$ cat src/rtl/regfile_port_ctrl_pkg.sv
// Shared constants and types for the register-file port controller.
package regfile_port_ctrl_pkg;

   localparam int unsigned RF_DATA_W = 16;
   localparam int unsigned RF_ADDR_W = 3;

   // R0 reads as zero and is never written.
   localparam logic [RF_ADDR_W-1:0] R0_IDX = '0;

   typedef struct packed {
      logic [RF_ADDR_W-1:0] rd;
      logic [RF_DATA_W-1:0] data;
   } wbq_entry_t;

endpackage

$ cat src/rtl/regfile_wbq.sv
// Writeback queue: FIFO with occupancy count and an age-ordered view of
// every entry (index 0 = head/oldest) for the forwarding compare.
module regfile_wbq
   import regfile_port_ctrl_pkg::*;
#(
   parameter int unsigned DEPTH = 4
) (
   input  logic                       clk,
   input  logic                       rst,
   input  logic                       push,
   input  wbq_entry_t                 push_entry,
   input  logic                       pop,
   output logic [$clog2(DEPTH):0]     count,
   output wbq_entry_t                 ent [DEPTH],
   output logic [DEPTH-1:0]           ent_valid
);

   localparam int unsigned PTR_W = $clog2(DEPTH);
   localparam int unsigned CNT_W = PTR_W + 1;

   wbq_entry_t        mem [DEPTH];
   logic [PTR_W-1:0]  rd_ptr;
   logic [PTR_W-1:0]  wr_ptr;

   // Storage write; contents need no reset since validity comes from count.
   always_ff @(posedge clk) begin
      if (push) begin
         mem[wr_ptr] <= push_entry;
      end
   end

   // Pointers and occupancy; pointers wrap naturally (DEPTH is a power of 2).
   always_ff @(posedge clk) begin
      if (!rst) begin
         rd_ptr <= '0;
         wr_ptr <= '0;
         count  <= '0;
      end else begin
         if (push) begin
            wr_ptr <= wr_ptr + 1'b1;
         end
         if (pop) begin
            rd_ptr <= rd_ptr + 1'b1;
         end
         case ({push, pop})
            2'b10:   count <= count + 1'b1;
            2'b01:   count <= count - 1'b1;
            default: count <= count;
         endcase
      end
   end

   // Rotate storage so that index 0 is the head and higher indices are younger.
   always_comb begin
      for (int unsigned i = 0; i < DEPTH; i++) begin
         ent[i]       = mem[rd_ptr + PTR_W'(i)];
         ent_valid[i] = (CNT_W'(i) < count);
      end
   end

endmodule

$ cat src/rtl/regfile_port_ctrl.sv
// Register-file port controller: buffers writebacks, drains them into the
// write port, and serves operand reads with forwarding from pending writes.
module regfile_port_ctrl
   import regfile_port_ctrl_pkg::*;
#(
   parameter int unsigned DATA_W    = RF_DATA_W,
   parameter int unsigned ADDR_W    = RF_ADDR_W,
   parameter int unsigned WBQ_DEPTH = 4
) (
   input  logic                         clk,
   input  logic                         rst,
   input  logic                         wb_valid,
   output logic                         wb_ready,
   input  logic [ADDR_W-1:0]            wb_rd,
   input  logic [DATA_W-1:0]            wb_data,
   input  logic                         drain_en,
   input  logic                         rd_req_valid,
   output logic                         rd_req_ready,
   input  logic [ADDR_W-1:0]            rs1,
   input  logic [ADDR_W-1:0]            rs2,
   output logic                         op_valid,
   input  logic                         op_ready,
   output logic [DATA_W-1:0]            op1,
   output logic [DATA_W-1:0]            op2,
   output logic                         rf_write_en,
   output logic [ADDR_W-1:0]            rf_a3,
   output logic [DATA_W-1:0]            rf_wd3,
   output logic [ADDR_W-1:0]            rf_a1,
   output logic [ADDR_W-1:0]            rf_a2,
   input  logic [DATA_W-1:0]            rf_rd1,
   input  logic [DATA_W-1:0]            rf_rd2,
   output logic [$clog2(WBQ_DEPTH):0]   wbq_count
);

   localparam int unsigned CNT_W = $clog2(WBQ_DEPTH) + 1;

   wbq_entry_t              q_ent [WBQ_DEPTH];
   logic [WBQ_DEPTH-1:0]    q_valid;
   logic                    q_nonempty;
   logic                    wb_fire;
   logic                    q_push;
   logic                    q_pop;
   logic                    rd_fire;
   logic [DATA_W-1:0]       fwd1;
   logic [DATA_W-1:0]       fwd2;

   regfile_wbq #(
      .DEPTH (WBQ_DEPTH)
   ) u_wbq (
      .clk        (clk),
      .rst        (rst),
      .push       (q_push),
      .push_entry ('{rd: wb_rd, data: wb_data}),
      .pop        (q_pop),
      .count      (wbq_count),
      .ent        (q_ent),
      .ent_valid  (q_valid)
   );

   // Handshake decode; write port is held off while reset is asserted so a
   // reset landing mid-drain discards the queue without committing its head.
   always_comb begin
      q_nonempty   = (wbq_count != '0);
      wb_ready     = (wbq_count != CNT_W'(WBQ_DEPTH));
      wb_fire      = wb_valid && wb_ready;
      q_push       = wb_fire && (wb_rd != R0_IDX);
      rf_write_en  = rst && drain_en && q_nonempty;
      q_pop        = rf_write_en;
      rf_a3        = q_nonempty ? q_ent[0].rd   : '0;
      rf_wd3       = q_nonempty ? q_ent[0].data : '0;
      rf_a1        = rs1;
      rf_a2        = rs2;
      rd_req_ready = !op_valid || op_ready;
      rd_fire      = rd_req_valid && rd_req_ready;
   end

   // Forwarding mux: later assignments override earlier ones, so the scan runs
   // oldest to youngest and the same-cycle writeback and R0 rules come last.
   always_comb begin
      fwd1 = rf_rd1;
      fwd2 = rf_rd2;
      for (int unsigned i = 0; i < WBQ_DEPTH; i++) begin
         if (q_valid[i] && (q_ent[i].rd == rs1)) begin
            fwd1 = q_ent[i].data;
         end
         if (q_valid[i] && (q_ent[i].rd == rs2)) begin
            fwd2 = q_ent[i].data;
         end
      end
      if (wb_fire && (wb_rd == rs1)) begin
         fwd1 = wb_data;
      end
      if (wb_fire && (wb_rd == rs2)) begin
         fwd2 = wb_data;
      end
      if (rs1 == R0_IDX) begin
         fwd1 = '0;
      end
      if (rs2 == R0_IDX) begin
         fwd2 = '0;
      end
   end

   // Single operand output register: load on accept, clear when consumed.
   always_ff @(posedge clk) begin
      if (!rst) begin
         op_valid <= 1'b0;
         op1      <= '0;
         op2      <= '0;
      end else if (rd_fire) begin
         op_valid <= 1'b1;
         op1      <= fwd1;
         op2      <= fwd2;
      end else if (op_ready) begin
         op_valid <= 1'b0;
      end
   end

endmodule

$ cat config.mk
export PLATFORM = sky130hd
export DESIGN_NAME = regfile_port_ctrl
export DESIGN_NICKNAME = d
export VERILOG_FILES = /design/src/rtl/regfile_port_ctrl_pkg.sv /design/src/rtl/regfile_wbq.sv /design/src/rtl/regfile_port_ctrl.sv
export SDC_FILE = /design/constraint.sdc
export NUM_CORES = 1
export LEC_CHECK = 0
export BUFFER_PORTS_ARGS = -buffer_cell sky130_fd_sc_hd__buf_2
export CAP_MARGIN = 5
export CORE_ASPECT_RATIO = 0.7
export CORE_UTILIZATION = 35
export CTS_CLUSTER_DIAMETER = 50
export DETAILED_ROUTE_END_ITERATION = 6
export PLACE_DENSITY_LB_ADDON = 0.15
export SETUP_SLACK_MARGIN = 0.1
export SLEW_MARGIN = 40
export SYNTH_ARGS = -nofsm -noshare
export SYNTH_HDL_FRONTEND = slang
export SYNTH_SLANG_ARGS = --single-unit
$ cat constraint.sdc
create_clock -name clk -period 2.2 [get_ports clk]
set_input_delay 0.11 -clock clk [delete_from_list [all_inputs] [get_ports clk]]
set_output_delay 0.11 -clock clk [all_outputs]
set_load 0.01 [all_outputs]
# Word-level counts from Yosys, hierarchy flattened
# Memory sizes are Yosys's and may differ from the RTL's. A register that Yosys moved wholly into a read port is not among the register bits.
# Cells that the tools add are included.
dict set report classes {
  mux 21
  addsub 6
  eq_ne 13
  n_reduce_logical 23
  n_lt_le_gt_ge 4
}
# cell count
set op_table {}
lappend op_table {{16-bit two-way mux} 13}
lappend op_table {{3-bit == test} 10}
lappend op_table {{1-bit logical AND} 15}
lappend op_table {{3-bit zero test} 2}
lappend op_table {{1-bit by 3-bit < comparator with 1-bit output, first input constant} 2}
lappend op_table {{2-bit by 3-bit < comparator with 1-bit output, first input constant} 2}
lappend op_table {{3-bit case mux with 2 select lines} 1}
lappend op_table {{3-bit nonzero test} 2}
lappend op_table {{2-bit by 1-bit adder with 2-bit output, second input constant} 2}
lappend op_table {{2-bit adder, second input constant} 2}
lappend op_table {{1-bit two-way mux} 4}
lappend op_table {{2-bit two-way mux} 2}
lappend op_table {{2-bit nonzero test} 2}
lappend op_table {{3-bit by 1-bit adder with 3-bit output, second input constant} 1}
lappend op_table {{3-bit two-way mux} 1}
lappend op_table {{3-bit inequality test, second input constant} 1}
lappend op_table {{3-bit by 1-bit subtractor with 3-bit output, second input constant} 1}
lappend op_table {{2-bit by 1-bit == test with 1-bit output, second input constant} 1}
lappend op_table {{2-bit == test, second input constant} 1}
lappend op_table {{1-bit zero test} 1}
lappend op_table {{1-bit logical OR} 1}
dict set report totals {
  regBits 40
  wordCells 74
  mem_count 1
  ramBits 76
  inputBits 63
}
# memory depth word_bits read_ports rd_ports_with_merged_regs wr line_no
set mem_list {}
lappend mem_list {u_wbq.mem 4 19 4 1 1 regfile_wbq.sv:21} ;# wbq_entry_t mem [DEPTH];

# Longest topological paths before layout
# Gate-level depths: netlist of run 1.
# An unclocked memory read counts as a cell.
dict set report depth {
  ltp_word 9
  depth_mapped 10
  depth_no_buf 9
}

# Hierarchy
# A second synthesis of run 1 with hierarchy kept.
dict set report unflattened {
  hier_cells 827
  area_unflattened_um2 9162.5
}
# mod seq_area_each_um2 n_inst cells_each area_each_um2
set by_module_without_submodules {}
lappend by_module_without_submodules {regfile_wbq 2462.4 1 220 4712.0}
lappend by_module_without_submodules {regfile_port_ctrl 660.6 1 607 4450.5}

# Worst setup path before layout of run 1
# Ideal clock, no wire load.
dict set report synth_path {
  path_kind {reg-to-reg}
  startpoint {register u_wbq.count[0]}
  endpoint {register op1[13]}
  n_path_buf 1
  slack_ns -0.142
  synth_period_minus_slack_ns 2.342
  path_stages_with_launch 10
  t_required_ns 2.105
  t_arrival_ns 2.247
  cell_sequence {dfxtp_1 -> inv_1 -> ha_1 -> a21boi_0 -> nand4_1 -> nor3_1 -> clkbuf_1 -> a22o_1 -> nand2_1 -> o311ai_1}
}
dict set report synth_between {
  elab_chain_cells 8
}
# item line_no
set synth_rtl {}
lappend synth_rtl {{start: declaration} regfile_wbq.sv:13} ;# output logic [$clog2(DEPTH):0] count,
lappend synth_rtl {{start signal: assignment} regfile_wbq.sv:46} ;# 2'b10: count <= count + 1'b1;
lappend synth_rtl {{start signal: assignment} regfile_wbq.sv:47} ;# 2'b01: count <= count - 1'b1;
lappend synth_rtl {{start signal: assignment} regfile_wbq.sv:48} ;# default: count <= count;
lappend synth_rtl {{1-bit by 3-bit < comparator with 1-bit output} regfile_wbq.sv:57} ;# ent_valid[i] = (CNT_W'(i) < count);
lappend synth_rtl {{1-bit logical AND} regfile_port_ctrl.sv:83} ;# if (q_valid[i] && (q_ent[i].rd == rs1)) begin
lappend synth_rtl {{16-bit two-way mux (4 in series)} regfile_port_ctrl.sv:83}
lappend synth_rtl {{16-bit two-way mux (*)} regfile_port_ctrl.sv:90} ;# if (wb_fire && (wb_rd == rs1)) begin
lappend synth_rtl {{16-bit two-way mux (*)} regfile_port_ctrl.sv:96} ;# if (rs1 == R0_IDX) begin
lappend synth_rtl {{end signal: assignment} regfile_port_ctrl.sv:112} ;# op1 <= fwd1;
lappend synth_rtl {{end: declaration} regfile_port_ctrl.sv:23} ;# output logic [DATA_W-1:0] op1,
# Mark *: on every way between the ends. The rest lies on a longest branch, timed or not.
# A chain may end at the register's enable or synchronous reset.

# Worst setup path in the final report of run 1
dict set report layout_path {
  startpoint {register u_wbq.rd_ptr[0]}
  endpoint {register op2[12]}
}
dict set report layout_between {
  elab_chain_cells 9
}
# item line_no
set layout_rtl {}
lappend layout_rtl {{start: declaration} regfile_wbq.sv:22} ;# logic [PTR_W-1:0] rd_ptr;
lappend layout_rtl {{start signal: assignment} regfile_wbq.sv:43} ;# rd_ptr <= rd_ptr + 1'b1;
lappend layout_rtl {{2-bit by 1-bit adder with 2-bit output} regfile_wbq.sv:56} ;# ent[i] = mem[rd_ptr + PTR_W'(i)];
lappend layout_rtl {{memory 4 x 19 bit (*)} --}
lappend layout_rtl {{3-bit == test} regfile_port_ctrl.sv:86} ;# if (q_valid[i] && (q_ent[i].rd == rs2)) begin
lappend layout_rtl {{1-bit logical AND} regfile_port_ctrl.sv:86}
lappend layout_rtl {{16-bit two-way mux (2 in series)} regfile_port_ctrl.sv:86}
lappend layout_rtl {{16-bit two-way mux (*)} regfile_port_ctrl.sv:86}
lappend layout_rtl {{16-bit two-way mux (*)} regfile_port_ctrl.sv:93} ;# if (wb_fire && (wb_rd == rs2)) begin
lappend layout_rtl {{16-bit two-way mux (*)} regfile_port_ctrl.sv:99} ;# if (rs2 == R0_IDX) begin
lappend layout_rtl {{end signal: assignment} regfile_port_ctrl.sv:113} ;# op2 <= fwd2;
lappend layout_rtl {{end: declaration} regfile_port_ctrl.sv:24} ;# output logic [DATA_W-1:0] op2,
# Marked as above.

==> run metrics, run 1 <==
IO Pins 127; TritonCTS clock tree yes; Sink Count 118; final net count 1032; vias per cell 5.80; Synth Instances 745; Layout Area Growth over Synthesis 40.7%; Post-synth EDFFs 76; asr flop ratio synth 0%; top layer in use met4; most frequent cells in the layout 123 x buf_2, 85 x buf_4, 76 x edfxtp_1; DIE HEIGHT 128 um; clk_skew 0.00797 ns; Arr. time, crit path 2.71 ns; Min Clock Period, post-route 2.36 ns; post-DP HPWL 20100 um; WL final 30200 um; root buf cell clkbuf_16; synth warn 0; chip width 182 um; Hold/Removal Path Class input port to flop; first-pass GRT wire length 44600 um; maxcap violations 0; power density cells 840 mW/mm2; fin crit share 107%; largest net degree at the start of global routing 55; antenna diode count 0; Core Region 0.0220 mm2; outcome complete, but fails checks; Critical Path Start Type flop; grt ovf 0; Clock Path Buffers 2; vias in the first global route 7193; Final Power 9.43 mW; fillcell total 1938; Rows 45; # DRC 0; hold slack 0.0115 ns; total negative slack -3.13 ns; M1 wire length 13600 um; Clk Latency, worst-skew pair 0.43 ns; DR WL/cell 23.6 um; Slew HR 62.2%; Antenna Nets Post-Route 0; endpoints failing setup 32; static leakage 4.31 nW; GRT Total Usage 26.0%; register area share after synthesis 39.1%; setup ws final -0.163 ns; Most used DFF post-synth edfxtp_1; area of the die 0.0234 mm2; failing checks setup timing; Post-Syn Area 0.00798 mm2; Port Buffers 126; met3 routed WL 2550 um; Setup CP Type flop to flop; via count 7417; post-synth cell types 58; first-pass iteration count of the detailed router 6; final hold violation count 0; cell area after layout 0.0112 mm2; initial antenna violation count 0; Seq cells post-synth 118; Worst EP required 2.55 ns; metal2 WL 13600 um; CTS H-tree lvls 4; Worst VDD drop 0.602 mV; Area after DPL 0.00964 mm2; Worst-Margin Slew 0.562 ns; Starting Density 36.3%; Clk pin slew, worst setup/hold paths 0.06 ns; RSZ-0062 raised after global routing yes; crit path max fanout 14; Initial DRC Count 788; CTS Buf Count 17; mean post-synth cell area 10.7 um2; Syn Nets 817; layout cell share with drive strength beyond 1 46.4%; fmax 423 MHz; routability cong. 0.861; most common cell after layout, fill and taps aside buf_2; endpoint type of the worst setup path flop; Max Transition Viols Final 0; DP Worst Slack -0.279 ns
-- worst paths after layout --
| kind | startpoint | to | slack (ns) | depth (start not counted) |
|---|---|---|---|---|
| max reg2reg | u_wbq.rd_ptr[0] | op2[12] | -0.16 | 7 |
| min | wb_rd[1] | u_wbq.mem[2][17] | 0.01 | 1 |
| max | u_wbq.rd_ptr[0] | op2[12] | -0.16 | 7 |
| min reg2reg | op2[7] | op2[7] | 0.51 | 2 |
-- stage by stage --
stage,std cells,utilization (%)
detailed placement,1201,43.8
CTS,1268,49.1
finish,1278,51.0
global placement,1201,43.8
floorplan,745,-
global route,1278,51.0
-- per-layer routing --
layer,track usage [%],up-vias
li1,-,3304
met1,36.7,3679
met2,41.4,391
met3,4.95,43
met4,6.03,0
met5,0,-
-- power by group --
part	switching [mW]	internal, mW
Combinational	2.04	1.78
Sequential	0.150	2.56
Clock	1.12	1.79
Total	3.31	6.12
-- kinds of logic after synthesis --
family                   count (synthesis)  share of synthesized area, %
flip-flops                             118                          39.1
adder cells (fa/ha/maj)                  9                          1.41
AO/OA/AOI/OAI                          153                          14.1
XOR/XNOR                                35                          3.93
AND/OR/NAND/NOR                        236                          14.6
multiplexers                           114                          21.7
buffers and inverters                   80                          5.14
-- cell usage after synthesis, drive strengths merged (22+ instances only) --
cell type / count / share of area (%)
dfxtp: 42 / 11
o21ai: 32 / 2.0
buf: 36 / 3.1
xnor2: 29 / 3.3
mux2: 31 / 4.4
mux4: 42 / 12
and2: 23 / 1.8
nor2: 58 / 2.7
a22o: 29 / 3.2
nor3: 22 / 1.4
clkbuf: 33 / 1.6
nand2: 68 / 3.2
edfxtp: 76 / 29
mux2i: 41 / 5.5
a21oi: 31 / 1.9
-- state kept, by name, summed over array words and instances, names as in the netlist, named ones only --
register      count
u_wbq.mem        76
op1              16
u_wbq.count       3
op2              16
op_valid          1
u_wbq.wr_ptr      2
u_wbq.rd_ptr      2
-- worst max-delay path: stages (launching register included) --
cell       delay (ns)
dfxtp_4          0.40
mux4_2           0.57
xnor2_2          0.17
nand4_1          0.11
or4b_4           0.49
buf_12           0.17
a221o_1          0.28
o2111ai_2        0.07
-- timing repair --
item	4_1_cts	5_1_grt
resized for setup	53	70
hold endpoints to repair	73	0
pin swaps	24	14
gates cloned	1	0
hold buffers	19	0
buffers inserted	16	12
endpoints found under the setup margin	49	44
-- final cells by class --
class                           instances  area, um2  share of cell area [%]
Multi-Input combinational cell        547       4990                    44.5
Clock inverter                         14        175                    1.56
Sequential cell                       118       3140                    27.9
Clock buffer                           18        429                    3.82
Timing Repair Buffer                  265       2070                    18.5
Tap cell                              305        382                    3.40
Inverter                               11       41.3                   0.368
No activity file was read; power rests on OpenSTA's default activity.
==> run 2: changes to the inputs <==
--- a/config.mk
+++ b/config.mk
@@ -11,7 +11,7 @@
 export CORE_UTILIZATION = 35
 export CTS_CLUSTER_DIAMETER = 50
 export DETAILED_ROUTE_END_ITERATION = 6
-export PLACE_DENSITY_LB_ADDON = 0.15
+export RECOVER_POWER = 100
 export SETUP_SLACK_MARGIN = 0.1
 export SLEW_MARGIN = 40
 export SYNTH_ARGS = -nofsm -noshare
==> run 2 against run 1 <==
The flow still finishes with violations (setup timing); global-route usage is 0.19 points lower; via count is 2.4% higher; clock power is 3% lower; count of clock-buffer cells in the layout is 1 lower; largest cell class unchanged.
==> run metrics, run 2 (synthesized netlist as in run 1, its figures left out) <==
Critical Path Start Type flop; max reg flops 76 (unchanged); Layout Area Growth over Synthesis 42.5%; chip width 182 um (unchanged); Worst R2R End op2[8]; power share of the clock group 29.4% (-1.4 points); Logic pwr share 42.2% (+1.7 points); largest net degree at the start of global routing 55 (unchanged); hold slack 0.115 ns (+0.103 ns); outcome complete, but fails checks; via count 7595 (+2.4%); max incr delay on CP 0.55 ns (-0.02 ns); fmax 413 MHz (-2.4%); Hold/Removal Path Class input port to flop; area of the die 0.0234 mm2 (unchanged); DR WL/cell 23.7 um (+0.22%); Psw 3.32 mW (+0.30%); Worst R2R Setup Slack -0.22 ns (-0.06 ns); internal power 6.25 mW (+2.1%); Min Clock Period, post-route 2.42 ns (+0.0586 ns); Setup CP Type flop to flop; Worst VDD drop 0.575 mV (-4.6%); initial antenna violation count 1 (+1); Clock Path Buffers 2 (unchanged); Port Buffers 126 (unchanged); DIE HEIGHT 128 um (unchanged); total negative slack -4.63 ns (-1.50 ns); RSZ-0062 raised after global routing yes; first-pass iteration count of the detailed router 6 (unchanged); Sink Count 118 (unchanged); root buf cell clkbuf_16; final hold violation count 0 (unchanged); Initial DRC Count 862 (+9.4%); WL final 30700 um (+1.5%); endpoint type of the worst setup path flop; post-DP HPWL 20200 um (+0.46%); largest register by flop count u_wbq.mem; Reg power frac 28.4% (-0.3 points); first-pass GRT wire length 44900 um (+0.67%); vias per cell 5.87 (+1.1%); Area after DPL 0.00967 mm2 (+0.26%); Core Region 0.0220 mm2 (unchanged); endpoints failing setup 32 (unchanged); cell area after layout 0.0114 mm2 (+1.3%); startpoint of the worst hold path op_ready; power density cells 841 mW/mm2 (+0.14%); Worst EP required 2.53 ns (-0.02 ns); most common cell after layout, fill and taps aside buf_2; TritonCTS clock tree yes; Worst-Margin Slew 0.496 ns (-0.0663 ns); biggest regs u_wbq.mem: 76 flops, op1: 16 flops, op2: 16 flops; Clk pin slew, worst setup/hold paths 0.06 ns (about the same); layout cell share with drive strength beyond 1 44.8% (-1.5 points); vias in the first global route 7331 (+1.9%); slowest CP cell mux4_2; r2r worst-path depth 7 (unchanged); final net count 1047 (+1.5%); Clk Latency, worst-skew pair 0.42 ns (about the same); grt ovf 0 (unchanged); crit path max fanout 14 (unchanged); failing checks setup timing; GRT Total Usage 25.8% (-0.19 points); critical path, cell by cell mux4_2 > xnor2_1 > nand4_1 > or4b_4 > buf_12 > a221o_1 > o2111ai_1; worst hold stages 4 (+3); Starting Density 36.3% (unchanged); Rows 45 (unchanged); fin crit share 110% (+2.7 points); most frequent cells in the layout 107 x buf_2, 95 x buf_4, 76 x edfxtp_1; setup ws final -0.221 ns (-0.0586 ns); # DRC 0 (unchanged); clk_skew 0.00928 ns (+0.00131 ns); routability cong. 0.912 (+6.0%); static leakage 4.34 nW (+0.73%); CTS H-tree lvls 4 (unchanged); Slew HR 66.9% (+4.7 points); maxcap violations 0 (unchanged); reg2reg start u_wbq.mem[1][18]; Antenna Nets Post-Route 0 (unchanged); WHS Endpoint op_valid; CTS Buf Count 17 (unchanged); sw frac 34.7% (-0.40 points); Max Transition Viols Final 0 (unchanged); Arr. time, crit path 2.75 ns (+0.04 ns); IO Pins 127 (unchanged)
==> run 2: changes by cell type in the layout (fill, tap and decap cells not counted), moves of 4 or more <==
cell       delta
clkbuf_1     +17
buf_2        -16
nor4_1        +4
buf_4        +10
clkinv_1      +4
o2111ai_2     -6
o2111ai_1     +6
==> run 2: final cells by class <==
class / instances / area, um2
Fill cell: 1929 / 10600
Multi-Input combinational cell: 547 / 5010
Sequential cell: 118 / 3140
Timing Repair Buffer: 280 / 2220
Clock buffer: 17 / 425
Tap cell: 305 / 382
Clock inverter: 15 / 163
Inverter: 11 / 41.3
Antenna cell: 1 / 2.50
==> run 2: metrics by stage <==
stage / setup slack, ns / instances / utilization (%) / power, mW
after global placement: -0.188 / 1206 / 43.9 / 6.03
after detailed placement: -0.291 / 1206 / 43.9 / 6.05
after global routing: -0.255 / 1294 / 51.7 / 9.92
final: -0.221 / 1294 / 51.7 / 9.57
after floorplan: -0.0863 / 745 / - / 4.80
after CTS: -0.181 / 1273 / 49.5 / 9.20
==> run 2: timing repair <==
item / CTS / global route
cloned: 0 / 3
pin swaps: 15 / 17
buffers inserted: 19 / 17
endpoints found under the setup margin: 49 / 119
gates resized for setup: 69 / 62
hold buffers: 16 / 0
endpoints found under the hold margin: 61 / 0
==> run 2: power by group through the flow <==
stage	Combinational, mW	Clock, mW	Sequential [mW]
finish	4.03	2.82	2.72
global route	4.26	2.92	2.74
CTS	3.65	2.84	2.71
detailed placement	3.30	0	2.75
global placement	3.28	0	2.74
floorplan	2.08	0	2.72
==> run 2: worst max-delay path, delay by kind of cell, from the launching register on <==
| family | cells | cell delay (ns) |
|---|---|---|
| DFF | 1 | 0.46 |
| xor gates and xnor gates | 1 | 0.17 |
| and+or+nand+nor | 2 | 0.61 |
| buffers and inverters | 1 | 0.18 |
| muxes | 1 | 0.55 |
| AOI/OAI and AO/OA | 2 | 0.35 |
==> run 2: how the worst max path moves through the flow <==
| stage | from | to | slack, ns | cells past startpoint |
|---|---|---|---|---|
| CTS | u_wbq.mem[1][18] | op2[8] | -0.18 | 7 |
| floorplan | u_wbq.rd_ptr[0] | op2[1] | -0.09 | 9 |
| global route | u_wbq.mem[1][18] | op2[8] | -0.26 | 7 |
| global placement | u_wbq.rd_ptr[0] | op2[8] | -0.19 | 8 |
| detailed placement | u_wbq.rd_ptr[0] | op2[14] | -0.29 | 8 |
| finish | u_wbq.mem[1][18] | op2[8] | -0.22 | 7 |
==> run 2: routing by layer <==
metal	vias to the layer above	routed length, um	GRT usage [%]
met4	0	812	7.07
li1	3337	-	-
met5	-	0	0
met2	429	13200	38.5
met3	69	2870	6.82
met1	3760	13800	36.9
==> run 3: changes to the inputs <==
--- a/config.mk
+++ b/config.mk
@@ -16,4 +16,5 @@
 export SLEW_MARGIN = 40
 export SYNTH_ARGS = -nofsm -noshare
 export SYNTH_HDL_FRONTEND = slang
+export SYNTH_HIERARCHICAL = 1
 export SYNTH_SLANG_ARGS = --single-unit
==> run 3 against run 2 <==
The run still ends with setup timing left; wire length up 15%; clock skew up 0.011 ns; die area up 15%; non-clock buffer count is 22 lower; count of clock-buffer cells in the layout did not move; clock power is essentially flat; synthesized cell count is 11% higher.
==> run metrics, run 3 <==
outcome complete, but fails checks; failing checks setup timing; hold slack 0.0312 ns (-0.0834 ns); fmax 381 MHz (-7.7%); CTS Buf Count 17 (unchanged); simple-gate area share of the yosys netlist 13.4% (-1.2 points); compound-cell area share of the yosys netlist 22.4% (+8.3 points); Arr. time, crit path 2.93 ns (+0.18 ns); Layout Area Growth over Synthesis 29.5%; final hold violation count 0 (unchanged); static leakage 4.06 nW (-6.4%); setup ws final -0.424 ns (-0.203 ns); Hold/Removal Path Class input port to flop; CTS H-tree lvls 4 (unchanged); Clk Latency, worst-skew pair 0.43 ns (about the same); largest register by flop count u_wbq/mem; Worst EP required 2.50 ns (-0.03 ns); most frequent cells in the layout 76 x edfxtp_1, 72 x mux4_2, 64 x o21ai_0; Slew HR 54.3% (-13 points); synth warn 6 (+6); Antenna Nets Post-Route 0 (unchanged); Rows 49 (+8.9%); Initial DRC Count 1346 (+56%); met3 Usage GRT 6.36% (-0.46 points); cell area after layout 0.0119 mm2 (+4.3%); asr flop ratio synth 0% (unchanged); CP top delay family multiplexers; main combinational cell family by area after synthesis compound AO/OA/AOI/OAI gates; Post-Syn Area 0.00916 mm2 (+15%); Seq cells post-synth 118 (unchanged); Sink Count 118 (unchanged); initial antenna violation count 2 (+1); Yosys top cell area share 24.9% (-3.7 points); Min Clock Period, post-route 2.62 ns (+0.203 ns); DP Worst Slack -0.417 ns (-0.126 ns); RSZ-0062 raised after global routing yes; via count 8693 (+14%); # DRC 0 (unchanged); grt ovf 0 (unchanged); post-DP HPWL 23900 um (+18%); slowest CP cell mux4_2; IO Pins 127 (unchanged); post-synth cell types 45 (-22%); Clk pin slew, worst setup/hold paths 0.07 ns (about the same); Max Transition Viols Final 0 (unchanged); Post-synth EDFFs 76 (unchanged); met2 GRT Util 39.6% (+1.2 points); adder-cell share of the synthesized area 1.09% (-0.32 points); routability cong. 0.934 (+2.4%); layout cell share with drive strength beyond 1 35.7% (-9.1 points); Setup CP Type flop to flop; Starting Density 35.7% (-0.59 points); TritonCTS clock tree yes; DIE HEIGHT 137 um (+7.0%); Worst-Margin Slew 0.686 ns (+0.190 ns); vias in the first global route 8159 (+11%); post-placement cell count 1291 (+7.0%); vias per cell 6.42 (+9.5%); Most used DFF post-synth edfxtp_1; post-synthesis mux area share 19.5% (-2.2 points); Critical Path Start Type flop; fin cells 1353 (+4.6%); endpoint type of the worst setup path flop; power density cells 727 mW/mm2 (-14%); endpoints failing setup 50 (+56%); biggest regs u_wbq/mem: 76 flops, op1: 16 flops, op2: 16 flops; most common cell after layout, fill and taps aside edfxtp_1; max reg flops 76 (unchanged); total negative slack -12.56 ns (-7.93 ns); maxcap violations 0 (unchanged); Worst VDD drop 0.367 mV (-36%); crit path max fanout 16 (+2); clk_skew 0.0205 ns (+0.0112 ns); DR WL/cell 26.1 um (+10%); GRT busiest layer met2; final net count 1079 (+3.1%); fin crit share 119% (+9.2 points); top-count cell post-synth edfxtp_1; first-pass iteration count of the detailed router 7 (+1); root buf cell clkbuf_16; Syn Nets 898 (+9.9%); top post-synthesis cells by count 76 x edfxtp_1, 64 x o21ai_0, 61 x mux4_2, 60 x clkbuf_1, 42 x dfxtp_1; largest net degree at the start of global routing 97 (+76%); Synth Instances 827 (+11%); Area after DPL 0.0108 mm2 (+11%); register area share after synthesis 34.1% (-5.0 points); met1 Resource Use GR 36.8% (-0.12 points); area of the die 0.0268 mm2 (+15%); Port Buffers 126 (unchanged); Core Region 0.0257 mm2 (+17%); critical path, cell by cell mux4_2 > xor2_4 > or4b_4 > buf_12 > a221o_1 > a21oi_2 > nor3_1; mean post-synth cell area 11.1 um2 (+3.4%); Worst Path Buf+Inv 1 (unchanged); xor/xnor share of the synthesized area 3.51% (-0.43 points); WL final 35300 um (+15%); Clock Path Buffers 2 (unchanged); chip width 195 um (+7.1%); max incr delay on CP 0.61 ns (+0.06 ns); synth top area cells edfxtp_1 25%, mux4_2 15%, dfxtp_1 9.2%; GRT Total Usage 26.1% (+0.31 points); first-pass GRT wire length 51600 um (+15%); area leader, netlist edfxtp_1
run 3: changes by cell type after synthesis, sizes merged, moves of 31 or more:
cell	previous run	this run
nand2	68	22
o21ai	32	64
mux2i	41	2
a21bo	0	31
mux4	42	76
mux2	31	0
run 3: metal layers:
metal  share of wire (%)  wire [um]  vias to the layer above
met4                 3.1       1080                        4
li1                    -          -                     3703
met1                  43      15100                     4356
met3                  11       3740                       94
met2                  43      15300                      536
met5               0.062         22                        -
run 3: path summary, 6_finish.rpt:
check / from / endpoint / slack (ns) / depth (start not counted)
setup / recovery: u_wbq/mem[0][16] / op2[2] / -0.42 / 7
hold / removal: rd_req_valid / op_valid / 0.03 / 2
setup reg to reg: u_wbq/mem[0][16] / op2[2] / -0.42 / 7
hold reg to reg: u_wbq/wr_ptr[1] / u_wbq/wr_ptr[1] / 0.56 / 2
run 3: per-stage QoR:
| stage | utilization [%] | power, mW |
|---|---|---|
| CTS | 45.8 | 8.42 |
| global route | 46.2 | 8.92 |
| global placement | 42.0 | 5.47 |
| finish | 46.2 | 8.62 |
| floorplan | - | 4.33 |
| detailed placement | 42.0 | 5.49 |
run 3: layout make-up:
class	instances	area (um2)
fillers	2379	13800
multi-input cells	606	5690
flip-flops and latches	118	3140
repair buffers	258	2010
clock buffers	17	425
well taps	331	414
clock inverters	15	156
inverters	7	26.3
diodes	1	2.50
run 3: logic make-up after synthesis:
family          after synthesis
compound gates              263
simple gates                222
flops                       118
buf+inv                     103
mux                          78
xor+xnor                     35
fa+ha+maj                     8
run 3: power breakdown:
part / leakage, nW / switching [mW] / internal, mW
clock network: 0.273 / 1.13 / 1.67
logic: 2.74 / 1.71 / 1.43
registers: 1.04 / 0.151 / 2.53
total: 4.06 / 2.99 / 5.63
run 3: what timing repair did:
action                                 4_1_cts  5_1_grt
endpoints found under the hold margin       60        0
pin swaps                                    0        6
setup endpoints to repair                   48       48
gates cloned                                 1        0
setup buffers                               10        4
hold buffers                                15        0
resized for setup                           48       57
